File: config.mk
export PLATFORM = sky130hd
export DESIGN_NAME = spi_sram_ctrl
export DESIGN_NICKNAME = d
export VERILOG_FILES = /design/src/rtl/spi_sram_ctrl.sv
export SDC_FILE = /design/constraint.sdc
export NUM_CORES = 1
export LEC_CHECK = 0
export BUFFER_PORTS_ARGS = -buffer_cell sky130_fd_sc_hd__buf_2
export CAP_MARGIN = 15
export CORE_ASPECT_RATIO = 0.75
export CORE_MARGIN = 2
export CORE_UTILIZATION = 52
export DETAILED_ROUTE_END_ITERATION = 6
export HOLD_SLACK_MARGIN = 0.08
export PLACE_DENSITY = 0.79
export SLEW_MARGIN = 25
export SYNTH_ARGS = -nofsm -noshare
export SYNTH_HDL_FRONTEND = slang
export SYNTH_SLANG_ARGS = --single-unit
File: constraint.sdc
create_clock -name clk -period 1.6 [get_ports clk]
set_input_delay 0.16 -clock clk [delete_from_list [all_inputs] [get_ports clk]]
set_output_delay 0.16 -clock clk [all_outputs]
set_load 0.01 [all_outputs]
File: src/rtl/spi_sram_ctrl.sv
// spi_sram_ctrl: SPI mode-0 master that turns single CPU load/store requests
// into serial-SRAM READ/WRITE frames, with an optional WRMR after reset.
`timescale 1ns/1ps
module spi_sram_ctrl #(
  parameter int ADDR_W    = 24,
  parameter int CLK_DIV   = 2,
  parameter int INIT_MODE = 1
) (
  input  logic              clk,
  input  logic              reset,
  input  logic              req_valid,
  output logic              req_ready,
  input  logic              req_we,
  input  logic [1:0]        req_size,
  input  logic [ADDR_W-1:0] req_addr,
  input  logic [31:0]       req_wdata,
  output logic              rsp_valid,
  output logic [31:0]       rsp_rdata,
  output logic              busy,
  output logic              sclk,
  output logic              sram_ce,
  output logic              si,
  input  logic              so
);
  // Longest frame: command + address + one word of data, MSB-aligned.
  localparam int FRAME_W = 8 + ADDR_W + 32;
  localparam int CNT_W   = (CLK_DIV > 1) ? $clog2(CLK_DIV) : 1;
  localparam int BIT_W   = $clog2(FRAME_W + 1);
  localparam logic [CNT_W-1:0] CNT_LAST = CNT_W'(CLK_DIV - 1);

  typedef enum logic [2:0] {
    RESET_INIT = 3'd0,
    IDLE       = 3'd1,
    CS_SETUP   = 3'd2,
    SHIFT      = 3'd3,
    CS_HOLD    = 3'd4,
    DONE       = 3'd5
  } state_t;

  localparam state_t RESET_STATE = (INIT_MODE != 0) ? RESET_INIT : IDLE;

  // Byte 0 goes out first, so the little-endian word is byte-reversed.
  function automatic logic [31:0] bswap32(input logic [31:0] w);
    return {w[7:0], w[15:8], w[23:16], w[31:24]};
  endfunction

  // Received bytes arrive byte0-first; rebuild a zero-extended LE value.
  function automatic logic [31:0] order_rx(input logic [31:0] rx, input logic [2:0] nb);
    logic [31:0] r;
    case (nb)
      3'd1:    r = {24'h000000, rx[7:0]};
      3'd2:    r = {16'h0000, rx[7:0], rx[15:8]};
      default: r = bswap32(rx);
    endcase
    return r;
  endfunction

  state_t             state_q, state_d;
  logic [CNT_W-1:0]   cnt_q, cnt_d;
  logic [BIT_W-1:0]   bits_q, bits_d;
  logic [FRAME_W-1:0] shreg_q, shreg_d;
  logic [31:0]        rx_q, rx_d;
  logic [2:0]         nbytes_q, nbytes_d;
  logic               we_q, we_d;
  logic               init_q, init_d;
  logic               sclk_q, sclk_d;
  logic               ce_q, ce_d;
  logic               si_q, si_d;
  logic               ready_q, ready_d;
  logic               rsp_valid_q, rsp_valid_d;
  logic [31:0]        rdata_q, rdata_d;
  logic               busy_q, busy_d;
  logic [2:0]         nb_s;

  // Decode the request size into a byte count (10 and 11 both mean word).
  always_comb begin
    case (req_size)
      2'b00:   nb_s = 3'd1;
      2'b01:   nb_s = 3'd2;
      default: nb_s = 3'd4;
    endcase
  end

  // Next-state and next-output logic; every output is the flop of its _d.
  always_comb begin
    state_d     = state_q;
    cnt_d       = cnt_q;
    bits_d      = bits_q;
    shreg_d     = shreg_q;
    rx_d        = rx_q;
    nbytes_d    = nbytes_q;
    we_d        = we_q;
    init_d      = init_q;
    sclk_d      = sclk_q;
    ce_d        = ce_q;
    si_d        = si_q;
    ready_d     = 1'b0;
    rsp_valid_d = 1'b0;
    rdata_d     = rdata_q;
    busy_d      = busy_q;
    case (state_q)
      RESET_INIT: begin
        shreg_d = {16'h0140, {(FRAME_W-16){1'b0}}};
        bits_d  = BIT_W'(16);
        init_d  = 1'b1;
        we_d    = 1'b1;
        cnt_d   = CNT_W'(0);
        state_d = CS_SETUP;
        ce_d    = 1'b0;
        sclk_d  = 1'b0;
        si_d    = shreg_d[FRAME_W-1];
        busy_d  = 1'b1;
      end
      IDLE: begin
        ce_d   = 1'b1;
        sclk_d = 1'b0;
        busy_d = 1'b0;
        if (req_valid && ready_q) begin
          we_d     = req_we;
          nbytes_d = nb_s;
          init_d   = 1'b0;
          shreg_d  = {(req_we ? 8'h02 : 8'h03), req_addr,
                      (req_we ? bswap32(req_wdata) : 32'h00000000)};
          bits_d   = BIT_W'(8 + ADDR_W) + BIT_W'({nb_s, 3'b000});
          cnt_d    = CNT_W'(0);
          state_d  = CS_SETUP;
          ce_d     = 1'b0;
          si_d     = shreg_d[FRAME_W-1];
          busy_d   = 1'b1;
        end else begin
          ready_d  = 1'b1;
        end
      end
      CS_SETUP: begin
        if (cnt_q == CNT_LAST) begin
          cnt_d   = CNT_W'(0);
          state_d = SHIFT;
        end else begin
          cnt_d   = cnt_q + CNT_W'(1);
        end
      end
      SHIFT: begin
        if (cnt_q != CNT_LAST) begin
          cnt_d = cnt_q + CNT_W'(1);
        end else begin
          cnt_d = CNT_W'(0);
          if (!sclk_q) begin
            // Rising SCLK: SRAM data is sampled on this very clk edge.
            sclk_d = 1'b1;
            rx_d   = {rx_q[30:0], so};
          end else begin
            sclk_d = 1'b0;
            if (bits_q == BIT_W'(1)) begin
              state_d = CS_HOLD;
              si_d    = 1'b0;
            end else begin
              shreg_d = {shreg_q[FRAME_W-2:0], 1'b0};
              si_d    = shreg_q[FRAME_W-2];
              bits_d  = bits_q - BIT_W'(1);
            end
          end
        end
      end
      CS_HOLD: begin
        if (cnt_q == CNT_LAST) begin
          cnt_d       = CNT_W'(0);
          state_d     = DONE;
          ce_d        = 1'b1;
          rsp_valid_d = !init_q;
          if (!we_q && !init_q) begin
            rdata_d = order_rx(rx_q, nbytes_q);
          end else begin
            rdata_d = rdata_q;
          end
        end else begin
          cnt_d = cnt_q + CNT_W'(1);
        end
      end
      DONE: begin
        state_d = IDLE;
        init_d  = 1'b0;
        ready_d = 1'b1;
        busy_d  = 1'b0;
      end
      default: begin
        state_d = IDLE;
        ce_d    = 1'b1;
        sclk_d  = 1'b0;
        si_d    = 1'b0;
        busy_d  = 1'b0;
      end
    endcase
  end

  // State, datapath and output registers with asynchronous active-low reset.
  always_ff @(posedge clk or negedge reset) begin
    if (!reset) begin
      state_q     <= RESET_STATE;
      cnt_q       <= CNT_W'(0);
      bits_q      <= BIT_W'(0);
      shreg_q     <= {FRAME_W{1'b0}};
      rx_q        <= 32'h00000000;
      nbytes_q    <= 3'd0;
      we_q        <= 1'b0;
      init_q      <= 1'b0;
      sclk_q      <= 1'b0;
      ce_q        <= 1'b1;
      si_q        <= 1'b0;
      ready_q     <= 1'b0;
      rsp_valid_q <= 1'b0;
      rdata_q     <= 32'h00000000;
      busy_q      <= 1'b0;
    end else begin
      state_q     <= state_d;
      cnt_q       <= cnt_d;
      bits_q      <= bits_d;
      shreg_q     <= shreg_d;
      rx_q        <= rx_d;
      nbytes_q    <= nbytes_d;
      we_q        <= we_d;
      init_q      <= init_d;
      sclk_q      <= sclk_d;
      ce_q        <= ce_d;
      si_q        <= si_d;
      ready_q     <= ready_d;
      rsp_valid_q <= rsp_valid_d;
      rdata_q     <= rdata_d;
      busy_q      <= busy_d;
    end
  end

  assign req_ready = ready_q;
  assign rsp_valid = rsp_valid_q;
  assign rsp_rdata = rdata_q;
  assign busy      = busy_q;
  assign sclk      = sclk_q;
  assign sram_ce   = ce_q;
  assign si        = si_q;

endmodule

# Yosys cells after proc, flatten, opt, wreduce, memory -nomap -nowiden
# Cells that the tools add are included.
# word_totals
ff_bits	149
input_bits	63
output_inout_bits	38
# classes
n_addsub	3
n_eq_ne	16
n_mux	43
bitwise_logic	3
n_reduce_logical	24
# op_table
op	count
63-bit 2-to-1 mux	4
63-bit case mux with 3 select lines	1
32-bit case mux with 2 select lines	1
32-bit 2-to-1 mux	1
7-bit 2-to-1 mux	4
7-bit case mux with 3 select lines	1
3-bit 2-to-1 mux	6
1-bit 2-to-1 mux	15
3-bit case mux with 5 select lines	1
2-bit inequality test (second input constant)	7
1-bit case mux with 3 select lines	4
2-bit AND reduction	6
3-bit by 2-bit == test with 1-bit output (second input constant)	3
3-bit nonzero test	3
3-bit OR reduction	3
6-bit by 6-bit adder with 7-bit output (first input constant)	1
7-bit by 1-bit == test with 1-bit output (second input constant)	1
7-bit by 1-bit subtractor with 7-bit output (second input constant)	1
3-bit by 1-bit == test with 1-bit output (second input constant)	2
3-bit == test (second input constant)	2
1-bit case mux with 2 select lines	3
3-bit case mux with 2 select lines	1
3-bit AND reduction	2
6-bit AND reduction	1
11 further kinds	15

# Longest topological paths before layout
# Gate-level depths: netlist of run 1.
# depth
depth_word	5
ltp_mapped	8
depth_no_buf	6

# Worst setup path before layout of run 1
# No wires, ideal clock.
# synth_timing
kind	flip-flop to flip-flop
start	register bits_q[3]
end	register shreg_q[10]
arrival_time_ps	1640
setup_slack_ps	-164
path_stages_with_launch	6
n_path_buf	1
path_cell_list	dfrtp_1 nor4_4 a211oi_4 nor2_2 buf_2 mux2_2
# synth_between
elab_chain_cells	3
# synth_rtl
element	line	text
start, declared	60	logic [BIT_W-1:0] bits_q, bits_d;
start signal, assigned	216	bits_q <= bits_d;
7-bit by 1-bit == test with 1-bit output	153	if (bits_q == BIT_W'(1)) begin
2-bit inequality test (no source line)	--	
5-bit AND reduction (no source line)	--	
end signal, assigned	201	shreg_q <= {FRAME_W{1'b0}};
end signal, assigned	217	shreg_q <= shreg_d;
end, declared	61	logic [FRAME_W-1:0] shreg_q, shreg_d;
# Every way passes these cells.
# A chain may end at the register's enable or synchronous reset.

# Worst setup path in the final report of run 1
# layout_timing
start	register bits_q[3]
end	register shreg_q[57]
# Same word-level chain as after synthesis.

==> summary.txt, run 1 <==
Outcome
  – Status: complete, but fails checks
  – Failing checks: setup timing

Global route
  – First-pass GRT wire length: 33,950 um
  – Initial antenna violation count: 0
  – GR Overflow Total: 0
  – Largest net degree at the start of global routing: 44
  – GRT Util Overall: 0.2939
  – Vias in the first global route: 6,328

Synthesis
  – Register area share after synthesis: 0.5250
  – Post-synth cell types: 59
  – Top_reg_cell synth: dfrtp_1
  – Number of synthesized flops with an enable pin: 0
  – Synthesized area per cell: 11.03 sq um
  – Async S/R FF share, synth: 1.000
  – Synth Register Bits: 149
  – YS warnings: 0
  – Netlist Area Pre-Place: 7104 sq um
  – Post-Synthesis Cells: 644
  – Syn Nets: 709

Power
  – Leakage: 5.151 nW
  – Total Power: 18.43 mW
  – PwrDens: 1726 nW/um^2
  – VDD IR max: 0.001056 V

Timing
  – Final hold vios: 0
  – Fmax: 0.5151 GHz
  – Max-slew violation count: 0
  – Clk_skew: 13.64 ps
  – Final setup violation count: 139
  – RSZ-0062 raised after global routing: yes
  – Setup ws final: -341.5 ps
  – Worst-Margin Slew: 707.3 ps
  – Relative slew slack: 0.5274
  – Tcrit/Tclk final: 1.213
  – Min Tclk post-route: 1941 ps

Drt
  – Routed vias/inst: 6.511
  – Post-DR wirelength/cell: 24.68 um
  – Drt initial violations: 657
  – Routed WL: 25,290 um
  – TritonRoute pass-1 iters: 5
  – ANT nets after route: 0
  – DR vias: 6,674
  – Drt drc: 0

Floorplan
  – # IOs: 101
  – DIE WIDTH: 139.0 um
  – Num rows: 36
  – Core area: 13,150 sq um
  – Die ar.: 14,620 sq um
  – Die H: 105.2 um
  – Starting Density: 0.5401

Finish
  – Commonest non-fill, non-tap cell in the layout: dfrtp_1
  – Most frequent cells in the layout: dfrtp_1, buf_2, buf_4
  – Filler-free cell count of the finished design: 1,025
  – Layout cells sized above 1: 0.5170
  – Nets: 905
  – Final Cell Area: 10,680 sq um
  – Area Overhead vs Synth: 50.30%

Critical path
  – Slowest stage cell, crit path: nor4_4
  – Setup crit end kind: flip-flop
  – Worst Path Max Fanout: 9
  – WP data required: 1920 ps
  – Critical path arrival: 2260 ps
  – Critical setup path kind: reg -> reg
  – Crit path launch type: flip-flop
  – Max incr delay on CP: 440 ps
  – Critical path cell sequence: nor4_4, a211oi_4, nor2_4, buf_4, buf_12, mux2_2

Placed design
  – HPWL after detailed placement: 11,440 um
  – GPL Wtd Cong: 0.8968
  – Placed Area: 8325 sq um
  – Port Buffers: 100
  – Inst Count DP: 917

Clock tree
  – Clock Latency Late Sink: 430 ps
  – Root buffer cell: clkbuf_16
  – H-tree depth: 4
  – CTS max path bufs: 2
  – Clock sinks: 149
  – CTS tree: built
  – TritonCTS Buffers: 17
  – Reg clk slew, reported paths: 60 ps

Min path
  – Hold WC Path Type: in -> reg

Flow run
  – Max-cap violation count: 0
state kept, by name, indices dropped and copies added, names as in the netlist:
register and count:
busy 1, nbytes_q 3, shreg_q 63, state_q 3, bits_q 7, sclk 1, rsp_valid 1, sram_ce 1
rsp_rdata 32, init_q 1, we_q 1, rx_q 32, req_ready 1, cnt_q 1, si 1
routing by layer:
layer,part of all wire,vias up,global-route usage
met1,0.40,3348,0.3916
met4,0.034,0,0.09524
met2,0.48,472,0.4789
li1,-,2756,-
met5,0,-,0
met3,0.090,98,0.07179
cells by family (layout without fill, tap and decap cells):
kind of cell / after synthesis / count (layout) / synth area share
and+or+nand+nor: 186 / 186 / 0.1275
other: 0 / 1 / 0
xor gates and xnor gates: 3 / 3 / 0.003699
buffers and inverters: 65 / 274 / 0.04403
muxes: 89 / 89 / 0.1368
adders and majority gates: 3 / 3 / 0.004931
DFF: 149 / 149 / 0.5250
AOI/OAI and AO/OA: 149 / 149 / 0.1580
synth_stat cells (3+ instances only):
master / number / area share
dfrtp_1: 148 / 0.52
nand2_1: 66 / 0.035
mux2_2: 60 / 0.095
nand3_1: 50 / 0.035
nor2_1: 35 / 0.018
a22o_1: 31 / 0.038
clkbuf_1: 30 / 0.016
o21ai_0: 27 / 0.019
o31ai_1: 26 / 0.027
mux2i_1: 24 / 0.034
buf_2: 16 / 0.011
o22a_1: 10 / 0.012
o211ai_1: 9 / 0.0095
a221oi_1: 8 / 0.0099
o221ai_1: 8 / 0.0099
a21oi_1: 6 / 0.0042
nor3_1: 6 / 0.0042
buf_4: 5 / 0.0053
inv_1: 5 / 0.0026
mux2_1: 5 / 0.0079
o21ai_1: 5 / 0.0035
buf_1: 4 / 0.0021
buf_6: 4 / 0.0063
o2bb2ai_1: 4 / 0.0049
nand2b_1: 3 / 0.0026
nor2b_1: 3 / 0.0026
nor3b_1: 3 / 0.0032
final timing paths:
path | start | to | slack, ps | cells after the start
max | bits_q[3] | shreg_q[57] | -340 | 6
min | req_addr[19] | shreg_q[51] | 80 | 3
max reg2reg | bits_q[3] | shreg_q[57] | -340 | 6
min reg2reg | rsp_rdata[4] | rsp_rdata[4] | 490 | 2
max in group asynchronous | reset | shreg_q[33] | 720 | 3
min in group asynchronous | reset | shreg_q[56] | 220 | 2
worst max-delay path, delay by kind of cell, from the launching register on:
kind / cells / cell delay [ps]
buf+inv: 2 / 320
flops: 1 / 430
compound gates: 1 / 140
mux: 1 / 340
simple gates: 2 / 590
area by class of cell:
cell class	count	area (sq um)
clock inverter	12	130.1
tap	171	214.0
fill	633	2475
multi-input combinational	430	3902
inverter	6	22.52
clock buffer	20	446.7
sequential	149	3734
antenna	1	2.502
timing repair buffer	236	2226
where the power goes:
part	switching, mW	internal, mW	total [mW]
combinational	4.19	4.51	8.70
sequential	1.01	4.70	5.71
clock	1.69	2.34	4.03
total	6.89	11.5	18.4
timing repair:
item	in CTS	in global routing
resized for setup	84	119
hold buffers	25	0
endpoints found under the hold margin	117	0
buffers inserted	19	15
setup endpoints to repair	126	137
cloned	13	8
pin swaps	23	34
through the flow:
| step | setup TNS [ps] | util | worst slack [ps] | hold WS (ps) |
|---|---|---|---|---|
| after floorplan | -7276 | - | -101.9 | -135.6 |
| after global placement | -7769 | 0.6330 | -109.4 | 105.2 |
| after detailed placement | -13320 | 0.6330 | -201.3 | 110.6 |
| after CTS | -15880 | 0.7584 | -208.2 | 80.02 |
| after global routing | -30190 | 0.8116 | -368.5 | 82.92 |
| final | -25590 | 0.8118 | -341.5 | 82.86 |
No activity file was read; power rests on OpenSTA's default activity.
==> run 2, diff against run 1 <==
BUFFER_PORTS_ARGS = -buffer_cell sky130_fd_sc_hd__buf_4   (was -buffer_cell sky130_fd_sc_hd__buf_2)
CORE_UTILIZATION = 51   (was 52)
PLACE_DENSITY = 0.78   (was 0.79)
==> summary.txt, run 2 (synthesized netlist as in run 1, its figures left out) <==
Finish
  – Commonest non-fill, non-tap cell in the layout: buf_4
  – Area Overhead vs Synth: 56.71%
  – Most frequent cells in the layout: buf_4, dfrtp_1, mux2_4
  – Nets: 905
  – Layout cells sized above 1: 0.5123
  – Max FFs per register: 63
  – Reg with most FFs: shreg_q
  – ANT cells: 0
  – Final Cell Area: 11,130 sq um

Clock tree
  – Clock sinks: 149
  – Clock Latency Late Sink: 430 ps
  – Root buffer cell: clkbuf_16
  – H-tree depth: 4
  – TritonCTS Buffers: 17
  – Reg clk slew, reported paths: 60 ps
  – CTS max path bufs: 2
  – CTS tree: built

Critical path
  – Worst R2R Start: bits_q[0]
  – Worst Path Max Fanout: 11
  – WP data required: 1900 ps
  – Crit path from: bits_q[0]
  – Critical setup path kind: reg -> reg
  – Crit path launch type: flip-flop
  – Critical path cell sequence: ha_4, nor2b_4, a211oi_4, nor2_4, buf_12, buf_12, o31ai_2
  – Max incr delay on CP: 430 ps
  – Crit-path most repeated cell: buf_12
  – Setup crit end kind: flip-flop
  – Critical path arrival: 2240 ps
  – Slowest stage cell, crit path: dfrtp_1

Drt
  – Post-DR wirelength/cell: 25.11 um
  – Drt drc: 0
  – Routed WL: 25,810 um
  – Routed vias/inst: 6.445
  – Drt initial violations: 629
  – DR vias: 6,625
  – ANT nets after route: 0
  – TritonRoute pass-1 iters: 7

Global route
  – Vias in the first global route: 6,379
  – Initial antenna violation count: 0
  – First-pass GRT wire length: 33,250 um
  – GRT Util Overall: 0.2841
  – Largest net degree at the start of global routing: 50
  – GR Overflow Total: 0

Power
  – Sequential Power Share: 0.298
  – Internal Power: 12.13 mW
  – PwrDens: 1741 nW/um^2
  – Clock network fraction of total power: 0.221
  – Switching share of total power: 0.3742
  – VDD IR max: 0.001073 V
  – Comb power frac: 0.481
  – Leakage: 5.254 nW
  – Net Switching: 7.252 mW

Timing
  – Setup TNS: -22,400 ps
  – Min Tclk post-route: 1939 ps
  – Final setup violation count: 128
  – Min Hold Slack: 87.60 ps
  – Clk_skew: 20.39 ps
  – Setup ws final: -338.6 ps
  – RSZ-0062 raised after global routing: yes
  – Relative slew slack: 0.4761
  – Fmax: 0.5158 GHz
  – Worst-Margin Slew: 785.0 ps
  – Tcrit/Tclk final: 1.212
  – Final hold vios: 0
  – Max-slew violation count: 0

Floorplan
  – Num rows: 37
  – Starting Density: 0.5202
  – # IOs: 101
  – Die ar.: 14,900 sq um
  – Die H: 106.2 um
  – DIE WIDTH: 140.3 um
  – Core area: 13,660 sq um

Flow run
  – Max-cap violation count: 0

Placed design
  – Placed Area: 8613 sq um
  – Port Buffers: 100
  – HPWL after detailed placement: 11,490 um
  – GPL Wtd Cong: 0.8671

Outcome
  – Status: complete, but fails checks
  – Failing checks: setup timing

Min path
  – Hold WC Path Type: in -> reg
  – Hold Path Origin: req_wdata[6]
## run 2: changes by cell type in the layout (fill, tap and decap cells not counted), sizes merged, moves of 2 or more
cell | previous run | this run
clkinv | 8 | 5
bufinv | 2 | 4
buf | 203 | 195
dlygate4sd3 | 25 | 33
## run 2: critical path, delay by kind of cell (launching register included)
kind                       cells  cell delay, ps
adders and majority gates      1             180
and+or+nand+nor                2             230
buffers and inverters          2             320
DFF                            1             430
AOI/OAI and AO/OA              2             650
## run 2: cell type report
cell class	instances	area, sq um
Tap cell	175	219.0
Fill cell	650	2524
Clock buffer	19	432.9
Clock inverter	13	180.2
Multi-Input combinational cell	430	4110
Timing Repair Buffer	236	2436
Sequential cell	149	3732
Inverter	6	22.52
## run 2: per-stage QoR
| stage | total power [mW] | cells | setup WS (ps) | utilization |
|---|---|---|---|---|
| 2_1_floorplan | 9.361 | 644 | -101.9 | - |
| 3_3_place_gp | 10.84 | 924 | -122.4 | 0.6307 |
| 3_5_place_dp | 11.13 | 924 | -140.2 | 0.6307 |
| 4_1_cts | 16.85 | 1013 | -147.2 | 0.7485 |
| 5_1_grt | 19.97 | 1028 | -336.6 | 0.8152 |
| 6_report | 19.38 | 1028 | -338.6 | 0.8152 |
## run 2: path summary, 6_finish.rpt
check	end	slack, ps	depth (start not counted)
worst max-delay path	shreg_q[44]	-340	7
worst min-delay path	shreg_q[30]	90	3
worst max register to register	shreg_q[44]	-340	7
worst min register to register	rsp_rdata[31]	490	2
max in group asynchronous	rx_q[31]	730	3
min in group asynchronous	si	210	2
## run 2: what timing repair did
item / in CTS / in global routing
cloned: 12 / 9
gates resized for setup: 75 / 143
endpoints found under the setup margin: 125 / 141
pin swaps: 21 / 37
buffers inserted: 13 / 6
hold buffers: 32 / 1
endpoints found under the hold margin: 181 / 1
## run 2: metal layers
layer	GRT usage	share of wire	vias up
li1	-	-	2759
met4	0.08730	0.046	0
met2	0.4531	0.48	400
met5	0	0	-
met1	0.3903	0.40	3371
met3	0.06622	0.072	95
## run 2: power by group through the flow
| stage | logic, mW | registers, mW | clock network (mW) |
|---|---|---|---|
| after floorplan | 4.06 | 5.30 | 0 |
| after global placement | 5.40 | 5.44 | 0 |
| after detailed placement | 5.62 | 5.51 | 0 |
| after CTS | 7.10 | 5.51 | 4.25 |
| after global routing | 9.70 | 5.82 | 4.45 |
| final | 9.33 | 5.77 | 4.28 |
